===== config.mk =====
export PLATFORM = sky130hd
export DESIGN_NAME = hwpe_ctrl_uloop_seq
export DESIGN_NICKNAME = d
export VERILOG_FILES = /design/src/rtl/hwpe_ctrl_uloop_seq.sv
export SDC_FILE = /design/constraint.sdc
export NUM_CORES = 1
export LEC_CHECK = 0
export ABC_AREA = 1
export CELL_PAD_IN_SITES_DETAIL_PLACEMENT = 0
export CELL_PAD_IN_SITES_GLOBAL_PLACEMENT = 1
export CORE_ASPECT_RATIO = 1.1
export CORE_MARGIN = 3
export CORE_UTILIZATION = 43
export DETAILED_ROUTE_END_ITERATION = 6
export PLACE_DENSITY_LB_ADDON = 0.12
export SYNTH_ARGS = -nofsm -noshare
export SYNTH_HDL_FRONTEND = slang
export SYNTH_SLANG_ARGS = --single-unit

===== constraint.sdc =====
create_clock -name clk_i -period 20.1 [get_ports clk_i]
set_input_delay 2.01 -clock clk_i [delete_from_list [all_inputs] [get_ports clk_i]]
set_output_delay 2.01 -clock clk_i [all_outputs]
set_load 0.01 [all_outputs]

===== src/rtl/hwpe_ctrl_uloop_seq.sv =====
// hwpe_ctrl_uloop_seq: drives the uloop through a job and queues one base+offset
// descriptor per uloop iteration in a small FIFO toward the streamers.
module hwpe_ctrl_uloop_seq #(
    parameter int unsigned NB_STREAM  = 4,
    parameter int unsigned NB_REG     = 4,
    parameter int unsigned NB_LOOPS   = 6,
    parameter int unsigned REG_WIDTH  = 32,
    parameter int unsigned ADDR_WIDTH = 32,
    parameter int unsigned FIFO_DEPTH = 2
) (
    input  logic                              clk_i,
    input  logic                              rst_ni,
    input  logic                              clear_i,
    input  logic                              start_i,
    input  logic [NB_STREAM*ADDR_WIDTH-1:0]   base_i,
    output logic                              busy_o,
    output logic                              done_o,
    output logic                              uloop_clear_o,
    output logic                              uloop_enable_o,
    input  logic                              uloop_valid_i,
    input  logic                              uloop_done_i,
    input  logic [$clog2(NB_LOOPS)-1:0]       uloop_loop_i,
    input  logic [NB_REG*REG_WIDTH-1:0]       uloop_offs_i,
    output logic                              desc_valid_o,
    input  logic                              desc_ready_i,
    output logic [NB_STREAM*ADDR_WIDTH-1:0]   desc_addr_o,
    output logic [$clog2(NB_LOOPS)-1:0]       desc_loop_o,
    output logic                              desc_last_o
);
    localparam int unsigned LW = $clog2(NB_LOOPS);
    localparam int unsigned PW = $clog2(FIFO_DEPTH);
    localparam int unsigned CW = PW + 1;
    localparam int unsigned DW = NB_STREAM * ADDR_WIDTH;

    typedef enum logic [2:0] {IDLE, INIT, STEP, CHECK, DRAIN} state_e;

    state_e          state_q, state_d;
    logic [DW-1:0]   base_q;
    logic [DW-1:0]   addr_mem_q [FIFO_DEPTH];
    logic [LW-1:0]   loop_mem_q [FIFO_DEPTH];
    logic            last_mem_q [FIFO_DEPTH];
    logic [PW-1:0]   wptr_q, rptr_q;
    logic [CW-1:0]   cnt_q;
    logic            last_q;
    logic [DW-1:0]   push_addr;
    logic            push, pop, full, empty;

    for (genvar k = 0; k < NB_STREAM; k++) begin : g_addr
        assign push_addr[k*ADDR_WIDTH +: ADDR_WIDTH] = base_q[k*ADDR_WIDTH +: ADDR_WIDTH]
                                                     + ADDR_WIDTH'(uloop_offs_i[k*REG_WIDTH +: REG_WIDTH]);
    end

    assign empty = cnt_q == '0;
    assign full  = cnt_q == CW'(FIFO_DEPTH);
    assign push  = state_q == STEP && uloop_valid_i;
    assign pop   = !empty && desc_ready_i;

    always_comb begin
        state_d        = state_q;
        uloop_clear_o  = 1'b0;
        uloop_enable_o = 1'b0;
        done_o         = 1'b0;
        case (state_q)
            IDLE:  state_d = start_i ? INIT : IDLE;
            INIT: begin
                uloop_clear_o = 1'b1;
                state_d       = STEP;
            end
            STEP: begin
                uloop_enable_o = 1'b1;
                state_d        = uloop_valid_i ? CHECK : STEP;
            end
            CHECK: state_d = last_q ? DRAIN : (!full ? STEP : CHECK);
            DRAIN: begin
                done_o  = empty;
                state_d = empty ? IDLE : DRAIN;
            end
            default: state_d = IDLE;
        endcase
    end

    always_ff @(posedge clk_i or negedge rst_ni) begin
        if (!rst_ni) begin
            state_q <= IDLE;
            base_q  <= '0;
            wptr_q  <= '0;
            rptr_q  <= '0;
            cnt_q   <= '0;
            last_q  <= 1'b0;
        end else if (clear_i) begin
            state_q <= IDLE;
            base_q  <= '0;
            wptr_q  <= '0;
            rptr_q  <= '0;
            cnt_q   <= '0;
            last_q  <= 1'b0;
        end else begin
            state_q <= state_d;
            if (state_q == IDLE && start_i) base_q <= base_i;
            if (push) begin
                wptr_q <= wptr_q + PW'(1);
                last_q <= uloop_done_i;
            end
            if (pop) rptr_q <= rptr_q + PW'(1);
            cnt_q <= cnt_q + CW'(push) - CW'(pop);
        end
    end

    // Storage needs no reset: outputs are masked while the FIFO is empty.
    always_ff @(posedge clk_i) begin
        if (push) begin
            addr_mem_q[wptr_q] <= push_addr;
            loop_mem_q[wptr_q] <= uloop_loop_i;
            last_mem_q[wptr_q] <= uloop_done_i;
        end
    end

    assign busy_o       = state_q != IDLE;
    assign desc_valid_o = !empty;
    assign desc_addr_o  = empty ? '0 : addr_mem_q[rptr_q];
    assign desc_loop_o  = empty ? '0 : loop_mem_q[rptr_q];
    assign desc_last_o  = empty ? 1'b0 : last_mem_q[rptr_q];
endmodule


* Word level (Yosys, flattened, before mapping) *
Memory sizes are Yosys's and may differ from the RTL's.
Cells that the tools add are included.

storage, ports and cells
  register bits = 136
  latch bits = 0
  RAM bits = 264
  ROM bits = 0
  bits of input ports = 266
  output and inout bits = 137
  logic and storage cells = 56
  memories = 3

memories
  memory      depth  width  rd ports  clocked after Yosys merged registers in  wr ports  RTL line  source
  addr_mem_q  2      128    1         0                                        1         39        logic [DW-1:0] addr_mem_q [FIFO_DEPTH];
  loop_mem_q  2      3      1         0                                        1         40        logic [LW-1:0] loop_mem_q [FIFO_DEPTH];
  last_mem_q  2      1      1         0                                        1         41        logic last_mem_q [FIFO_DEPTH];

cells by class
  add/sub/neg operators = 8
  multipliers = 0
  div/mod/pow operators = 0
  magnitude comparators = 0
  equality and inequality tests = 5
  shifts and indexed selects = 0
  mux-type cells = 24
  bitwise logic cells = 0
  reductions and logical operators = 10

operator list
  kind                                                 number
  2-to-1 mux 128 bit                                   3
  adder 32 bit                                         4
  2-to-1 mux 1 bit                                     15
  one-hot mux 3 bit (5 select lines)                   1
  2-to-1 mux 3 bit                                     4
  equality test 3 x 2 -> 1 bit, second input constant  2
  nonzero test 2 bit                                   3
  equality test 3 x 1 -> 1 bit, second input constant  1
  equality test 3 bit, second input constant           1
  logical AND 1 bit                                    3
  logical NOT 3 bit                                    1
  nonzero test 3 bit                                   1
  adder 1 bit, second input constant                   2
  adder 2 x 1 -> 2 bit                                 1
  equality test 2 bit, second input constant           1
  logical NOT 2 bit                                    1
  2-to-1 mux 2 bit                                     1
  subtractor 2 x 1 -> 2 bit                            1
  logical NOT 1 bit                                    1

* Longest topological paths before layout *
Gate-level depths: netlist of the first run.

  depth in word-level cells = 5
  mapped depth = 12
  depth with buffers taken out = 12

* Least setup slack after synthesis of the first run *
No wires, ideal clock.

  path kind = in2reg
  start point = input port uloop_valid_i
  end point = memory addr_mem_q[0][0] in the netlist's numbering, enable pin
  setup time = 0.625 ns
  arrival = 7.618 ns
  data required time = 19.475 ns
  slack = 11.856 ns
  stages = 2
  buffers on the path = 0
  path through = nand2_1 > nor2_1

on the way
  word-level cells in the longest chain between the ends = 3

RTL lines
  what                                    RTL line  source
  start: declaration                      20        input logic uloop_valid_i,
  logical AND 1 bit                       55        assign push = state_q == STEP && uloop_valid_i;
  2-to-1 mux 1 bit                        111       if (push) begin
  2-to-1 mux 1 bit (implied by the code)  112       addr_mem_q[wptr_q] <= push_addr;
  end: declaration                        39

No other way between the ends.

* Worst setup path after layout of the first run *
  start point = register rptr_q
  end point = output port desc_last_o

on the way
  word-level cells in the longest chain between the ends = 2

RTL lines
  what                      RTL line  source
  start: declaration        42        logic [PW-1:0] wptr_q, rptr_q;
  start signal: assignment  104       if (pop) rptr_q <= rptr_q + PW'(1);
  memory read (2 x 1 bit)   n/a
  2-to-1 mux 1 bit          122       assign desc_last_o = empty ? 1'b0 : last_mem_q[rptr_q];
  end: declaration          28        output logic desc_last_o

No other way between the ends.

==> results of run 1 <==
-- per-layer routing --
metal / global-route usage (%) / share of wire, % / vias to the layer above
met5: 0 / 0.041 / -
met4: 7.11 / 2.8 / 4
met3: 4.11 / 6.3 / 101
met2: 40.2 / 47 / 569
met1: 33.1 / 44 / 9932
li1: - / - / 11064
-- Yosys cell counts, types with 5 or more instances --
cell and n:
o21bai_1 8, dfrtp_1 136, edfxtp_1 264, nand4_1 17, buf_4 6, ha_1 126, o21ai_0 121, nand3_2 14
inv_1 584, clkbuf_2 11, a21oi_1 214, nand2_1 1155, clkbuf_1 34, nand2_2 52, buf_2 30, nor2_1 160
nand3_1 221, xor2_1 61, o21ai_1 10, nor2_2 5, xnor2_1 5, nor3_1 19
-- logic make-up (layout without fill, tap and decap cells) --
logic type	count (synthesis)	count (layout)	share of synthesized area, %
DFF	400	400	45.7
AOI/OAI and AO/OA	360	360	7.42
other	0	5	0
xor gates and xnor gates	66	66	2.33
buffers and inverters	674	1080	10.5
and+or+nand+nor	1647	1647	27.4
adders and majority gates	130	130	6.68
-- placed cells by master (no fill, tap or decap), types with 2 or more instances in the layout --
cell type and count:
inv_1 584, clkdlybuf4s50_1 401, a21oi_1 214, nor2_2 4, a21o_1 4, clkbuf_1 6
nand2_2 52, o21ai_0 121, buf_4 13, diode_2 5, nand2_1 1155, inv_4 2
clkinvlp_4 9, o21ai_1 10, edfxtp_1 264, nor2_1 158, bufinv_16 6, ha_1 126
nand3_2 14, clkinv_1 3, clkinv_2 5, inv_6 3, xor2_1 61, o21bai_1 8
inv_2 3, fa_1 4, clkbuf_16 43, nand3_1 220, dfrtp_1 135, nor3_2 3
xnor2_1 5, nor2_4 4, nand4_1 17, nor3_1 19
-- worst max-delay path: stages, from the launching register on --
cell and delay (ns):
dfrtp_4 0.73, inv_4 0.47, buf_4 0.72, nand2_1 0.15, a21oi_1 0.19, clkdlybuf4s50_1 0.57
-- final cells by class --
| cell class | count | area [sq um] |
|---|---|---|
| multi-input cells | 2203 | 10900 |
| diodes | 5 | 12.5 |
| clock buffers | 49 | 1100 |
| well taps | 744 | 931 |
| inverters | 589 | 2220 |
| repair buffers | 415 | 4120 |
| flip-flops and latches | 400 | 11300 |
| fillers | 5397 | 25700 |
| clock inverters | 27 | 319 |
-- power groups by stage --
| stage | registers, uW | clock network [uW] | logic [uW] |
|---|---|---|---|
| 2_1_floorplan | 975 | 0 | 536 |
| 3_3_place_gp | 993 | 0 | 1010 |
| 3_5_place_dp | 995 | 0 | 1020 |
| 4_1_cts | 978 | 830 | 1030 |
| 5_1_grt | 982 | 861 | 1110 |
| 6_report | 977 | 809 | 1020 |
-- state kept, by name, indices dropped and copies added (netlist names) --
register / count
cnt_q: 2
addr_mem_q: 256
last_mem_q: 2
base_q: 128
state_q: 3
loop_mem_q: 6
last_q: 1
rptr_q: 1
wptr_q: 1
-- stage by stage --
stage | total power, uW | area [sq um] | utilization (%) | setup slack (ns)
after detailed placement | 2020 | 29500 | 52.1 | 15.08
after CTS | 2830 | 30900 | 54.6 | 14.46
final | 2800 | 30900 | 54.6 | 14.53
after global routing | 2950 | 30900 | 54.6 | 14.28
after floorplan | 1510 | 24800 | - | 11.86
after global placement | 2000 | 29500 | 52.1 | 15.16
-- worst max path at each step --
stage                   from                to  slack, ns
2_1_floorplan  uloop_valid_i  addr_mem_q[0][0]      11.86
3_3_place_gp          rptr_q   desc_addr_o[95]      15.16
3_5_place_dp          rptr_q   desc_addr_o[12]      15.08
4_1_cts               rptr_q   desc_addr_o[12]      14.46
5_1_grt               rptr_q   desc_addr_o[68]      14.28
6_report              rptr_q       desc_last_o      14.53
==> metrics.cfg, run 1 <==
[cts]
cts_resized=0
h-tree-depth=2
cts_buffers=42
clock-root-buffer=clkbuf_16
cts_tree=built
insertion_delay_ns=0.58
cts_max_path_buffers=3
cts.clk_slew.worst_paths_ns=0.06
ctsHoldBuffers=0
post-cts-setup-buffers=0
cts_sinks=400

[synth]
syn_nets=3673
synth_seq_cells=400
synthFlopType=edfxtp_1
yosys_warnings=0
synth-async-reset-ratio_pct=34.0
synth-edff-count=264
synth_area_per_cell_sq_um=7.57
synth_top_area_share_pct=32.0
netlist_top_cells_area=edfxtp_1 (32%), nand2_1 (17%), dfrtp_1 (14%)
synthCells=3277
yosysSeqAreaShare_pct=45.7
synth_cell_types=32
synthesis.area_sq_um=24800
yosysTopAreaCell=edfxtp_1

[worst_hold_path]
hp-class=reg -> reg
hold_start=base_q[14]
whs_path_depth=2
hold-path-endpoint=base_q[14]

[worst_setup_path]
worst-setup-path-type=reg -> out
r2r_slack_ns=16.88
worstReg2RegStart=state_q[0]
critPathRequiredTime_ns=18.09
crit_fanout=88
cp-end-kind=output pin
reg2reg_to=addr_mem_q[1][29]
reg2reg_depth=7
start_kind=register
crit_arrival_ns=3.56

[route]
dr.pass1.iters=5
wl_per_cell_um=17.1
drc=0
vias_per_cell=4.89
drt-total-wl_um=75900
vias=21670
drt_iter0_drc=1421
ant_nets=0

[power]
clock_power_share_pct=28.9
powerDensity_nw_per_um2=90.6
combPwrFrac_pct=36.3
vdd_drop_max_uv=66.8
p_sw_share_pct=34.7
power_leakage_uw=0.0154
p_int_uw=1830
pwr-share-seq_pct=34.9
p_switching_uw=974

[global_routing]
grt_max_degree=104
grt_pass1_wl_um=117000
overflow=0
grt_antenna_before_repair=7
grt_use_total_pct=24.4
grt_pass1_vias=20722

[placed_design]
port_buffers=402
dpl.cell_count=4351
hpwl_um=59600
routabilityCongestion=0.896

[floorplan]
fp-row-count=91
die-area_sq_um=60600
core_sq_um=56600
die_w_um=235
io_pins=403
start_util_pct=43.8
die_y_um=258

[timing]
worst_slew_pin_slew_ns=1.10
fin_tns_setup_ns=0
min_period_ns=5.57
finalHoldViolations=0
rsz0062_at_grt=no
slew_headroom_pct=26.7
min_period_over_period_pct=27.7
setup_violations=0
slew_violations=0
hold-worst-slack_ns=0.517
clock_skew_ns=0.0227
fmax_mhz=179

[finish]
final_layout_size_suffix_gt1_share_pct=4.51
fin_nets=4047
area_growth_pct=24.7
instances_no_fill=4432

[run_status]
outcome=finished clean

[run]
maxCapViolCount=0

Note: power is estimated with default switching activity, not from simulation.
==> run 2, diff against run 1 <==
--- a/config.mk
+++ b/config.mk
@@ -10,7 +10,7 @@
 export CELL_PAD_IN_SITES_GLOBAL_PLACEMENT = 1
 export CORE_ASPECT_RATIO = 1.1
 export CORE_MARGIN = 3
-export CORE_UTILIZATION = 43
+export CORE_UTILIZATION = 40
 export DETAILED_ROUTE_END_ITERATION = 6
 export PLACE_DENSITY_LB_ADDON = 0.12
 export SYNTH_ARGS = -nofsm -noshare
==> constraint.sdc (replaced) <==
create_clock -name clk_i -period 5.81 [get_ports clk_i]
set_input_delay 0.581 -clock clk_i [delete_from_list [all_inputs] [get_ports clk_i]]
set_output_delay 0.581 -clock clk_i [all_outputs]
set_load 0.01 [all_outputs]
==> metrics.cfg, run 2 (synthesis gave the netlist of run 1 again) <==
[route]
vias=21818  ; +0.68%
drt_iter0_drc=1273  ; -10%
dr.pass1.iters=5  ; unchanged
drc=0  ; unchanged
ant_nets=0  ; unchanged
wl_per_cell_um=17.1  ; -0.20%
drt-total-wl_um=77300  ; +1.9%
vias_per_cell=4.82  ; -1.3%

[floorplan]
fp-row-count=95  ; +4.4%
die-area_sq_um=65000  ; +7.3%
start_util_pct=40.5  ; -3.3 points
io_pins=403  ; unchanged
die_y_um=267  ; +3.6%
die_w_um=243  ; +3.6%
core_sq_um=61200  ; +8.2%

[worst_setup_path]
worstReg2RegStart=state_q[0]
crit_path_top_delay_cell=dfrtp_4
path_delay_family=buffers and inverters
crit_fanout=75  ; -15%
reg2reg_depth=6  ; -1
path_depth=5  ; unchanged
crit_arrival_ns=3.54  ; -0.02 ns
endpoint=desc_addr_o[103]
slowest_delay_ns=0.80  ; +0.07 ns
path_buf_inv=3  ; unchanged
setup.worst_path.start=rptr_q
critPathRequiredTime_ns=5.23  ; -12.86 ns
cp-end-kind=output pin
reg2reg_to=addr_mem_q[0][47]
crit_chain=inv_4 > buf_4 > nand2_1 > a21oi_1 > clkdlybuf4s50_1
r2r_slack_ns=2.69  ; -14.19 ns
start_kind=register
worst-setup-path-type=reg -> out

[worst_hold_path]
hp-class=in -> async

[timing]
rsz0062_at_grt=no
fin_tns_setup_ns=0  ; unchanged
clock_skew_ns=0.0163  ; -0.00642 ns
worst_slew_pin_slew_ns=1.12  ; +0.0157 ns
slew_headroom_pct=25.5  ; -1.2 points
fmax_mhz=243
min_period_over_period_pct=70.9
min_period_ns=4.12
hold-worst-slack_ns=0.0165  ; -0.500 ns
setup_violations=0  ; unchanged
setup_slack_ns=1.69  ; -12.83 ns
finalHoldViolations=0  ; unchanged
slew_violations=0  ; unchanged

[global_routing]
grt_max_degree=121  ; +16%
grt_pass1_wl_um=119000  ; +1.8%
overflow=0  ; unchanged
grt_use_total_pct=23.4  ; -0.93 points
grt_antenna_before_repair=14  ; +7
grt_pass1_vias=21217  ; +2.4%

[power]
vdd_drop_max_uv=235  ; +250%
power_leakage_uw=0.0155  ; +0.46%
powerDensity_nw_per_um2=313  ; +250%

[cts]
h-tree-depth=2  ; unchanged
cts_sinks=400  ; unchanged
cts_buffers=44  ; +4.8%
ctsHoldBuffers=0  ; unchanged
post-cts-setup-buffers=0  ; unchanged
cts.clk_slew.worst_paths_ns=0.06  ; about the same
cts_resized=0  ; unchanged
insertion_delay_ns=0.58  ; about the same
clock-root-buffer=clkbuf_16
cts_tree=built
cts_max_path_buffers=3  ; unchanged

[finish]
top_register=addr_mem_q
instances_no_fill=4523  ; +2.1%
area_growth_pct=25.7
largest_reg_flops=256  ; unchanged
fin_nets=4049  ; +0.049%
reg_top3=addr_mem_q: 256 flops, base_q: 128 flops, loop_mem_q: 6 flops
mostFrequentLayoutCells=nand2_1 (1155), inv_1 (584), clkdlybuf4s50_1 (401), edfxtp_1 (264), nand3_1 (220)
final_layout_size_suffix_gt1_share_pct=4.55  ; +0.047 points
final_common_cell=nand2_1

[placed_design]
routabilityCongestion=0.874  ; -2.5%
port_buffers=402  ; unchanged
dpl.cell_count=4431  ; +1.8%
hpwl_um=60700  ; +1.9%
pre_cts_slack_ns=2.29  ; -12.79 ns

[run]
maxCapViolCount=0  ; unchanged

[run_status]
outcome=finished clean

==> run 2: changes by cell type in the layout (fill, tap and decap cells not counted) <==
cell,before,now
clkbuf_16,43,46
clkinvlp_2,0,1
clkinvlp_4,9,3
diode_2,5,10
clkinv_2,5,6
clkbuf_1,6,10
buf_12,0,4
buf_4,13,9
clkinv_4,1,2
inv_6,3,4
clkbuf_8,0,2
bufinv_16,6,5
==> run 2: where the power goes <==
| part | internal [uW] | switching (uW) |
|---|---|---|
| clock network | 1710 | 1190 |
| registers | 3260 | 133 |
| logic | 1450 | 2020 |
| total | 6420 | 3340 |
==> run 2: area by class of cell <==
cell class                      instances  area, sq um
Tap cell                              824         1030
Antenna cell                           10         25.0
Inverter                              589         2220
Multi-Input combinational cell       2203        10900
Timing Repair Buffer                  415         4170
Clock buffer                           58         1220
Fill cell                            6001        30100
Clock inverter                         24          272
Sequential cell                       400        11300
==> run 2: per-layer routing <==
layer | wire (um) | up-vias | share of wire (%) | GRT usage, %
met5 | 57 | - | 0.074 | 0
met4 | 2680 | 10 | 3.5 | 9.11
met3 | 4760 | 131 | 6.2 | 4.72
met2 | 35700 | 547 | 46 | 37.9
met1 | 34200 | 10055 | 44 | 31.1
li1 | - | 11075 | - | -
==> run 2: how the worst min path moves through the flow <==
stage | startpoint | to | slack [ns] | cells past startpoint
final | rst_ni | base_q[95] | 0.02 | 1
after global routing | rst_ni | base_q[95] | 0.07 | 1
after CTS | rst_ni | base_q[95] | 0.04 | 1
after detailed placement | base_q[120] | base_q[120] | 0.51 | 2
after global placement | last_q | state_q[1] | 0.49 | 1
after floorplan | rst_ni | base_q[0] | 0.29 | 0
==> run 2: through the flow <==
step	utilization [%]	total power [uW]	instance area (sq um)
2_1_floorplan	-	5230	24800
3_3_place_gp	48.4	6900	29600
3_5_place_dp	48.4	6940	29600
4_1_cts	50.9	9870	31100
5_1_grt	50.9	10300	31200
6_report	50.9	9760	31200
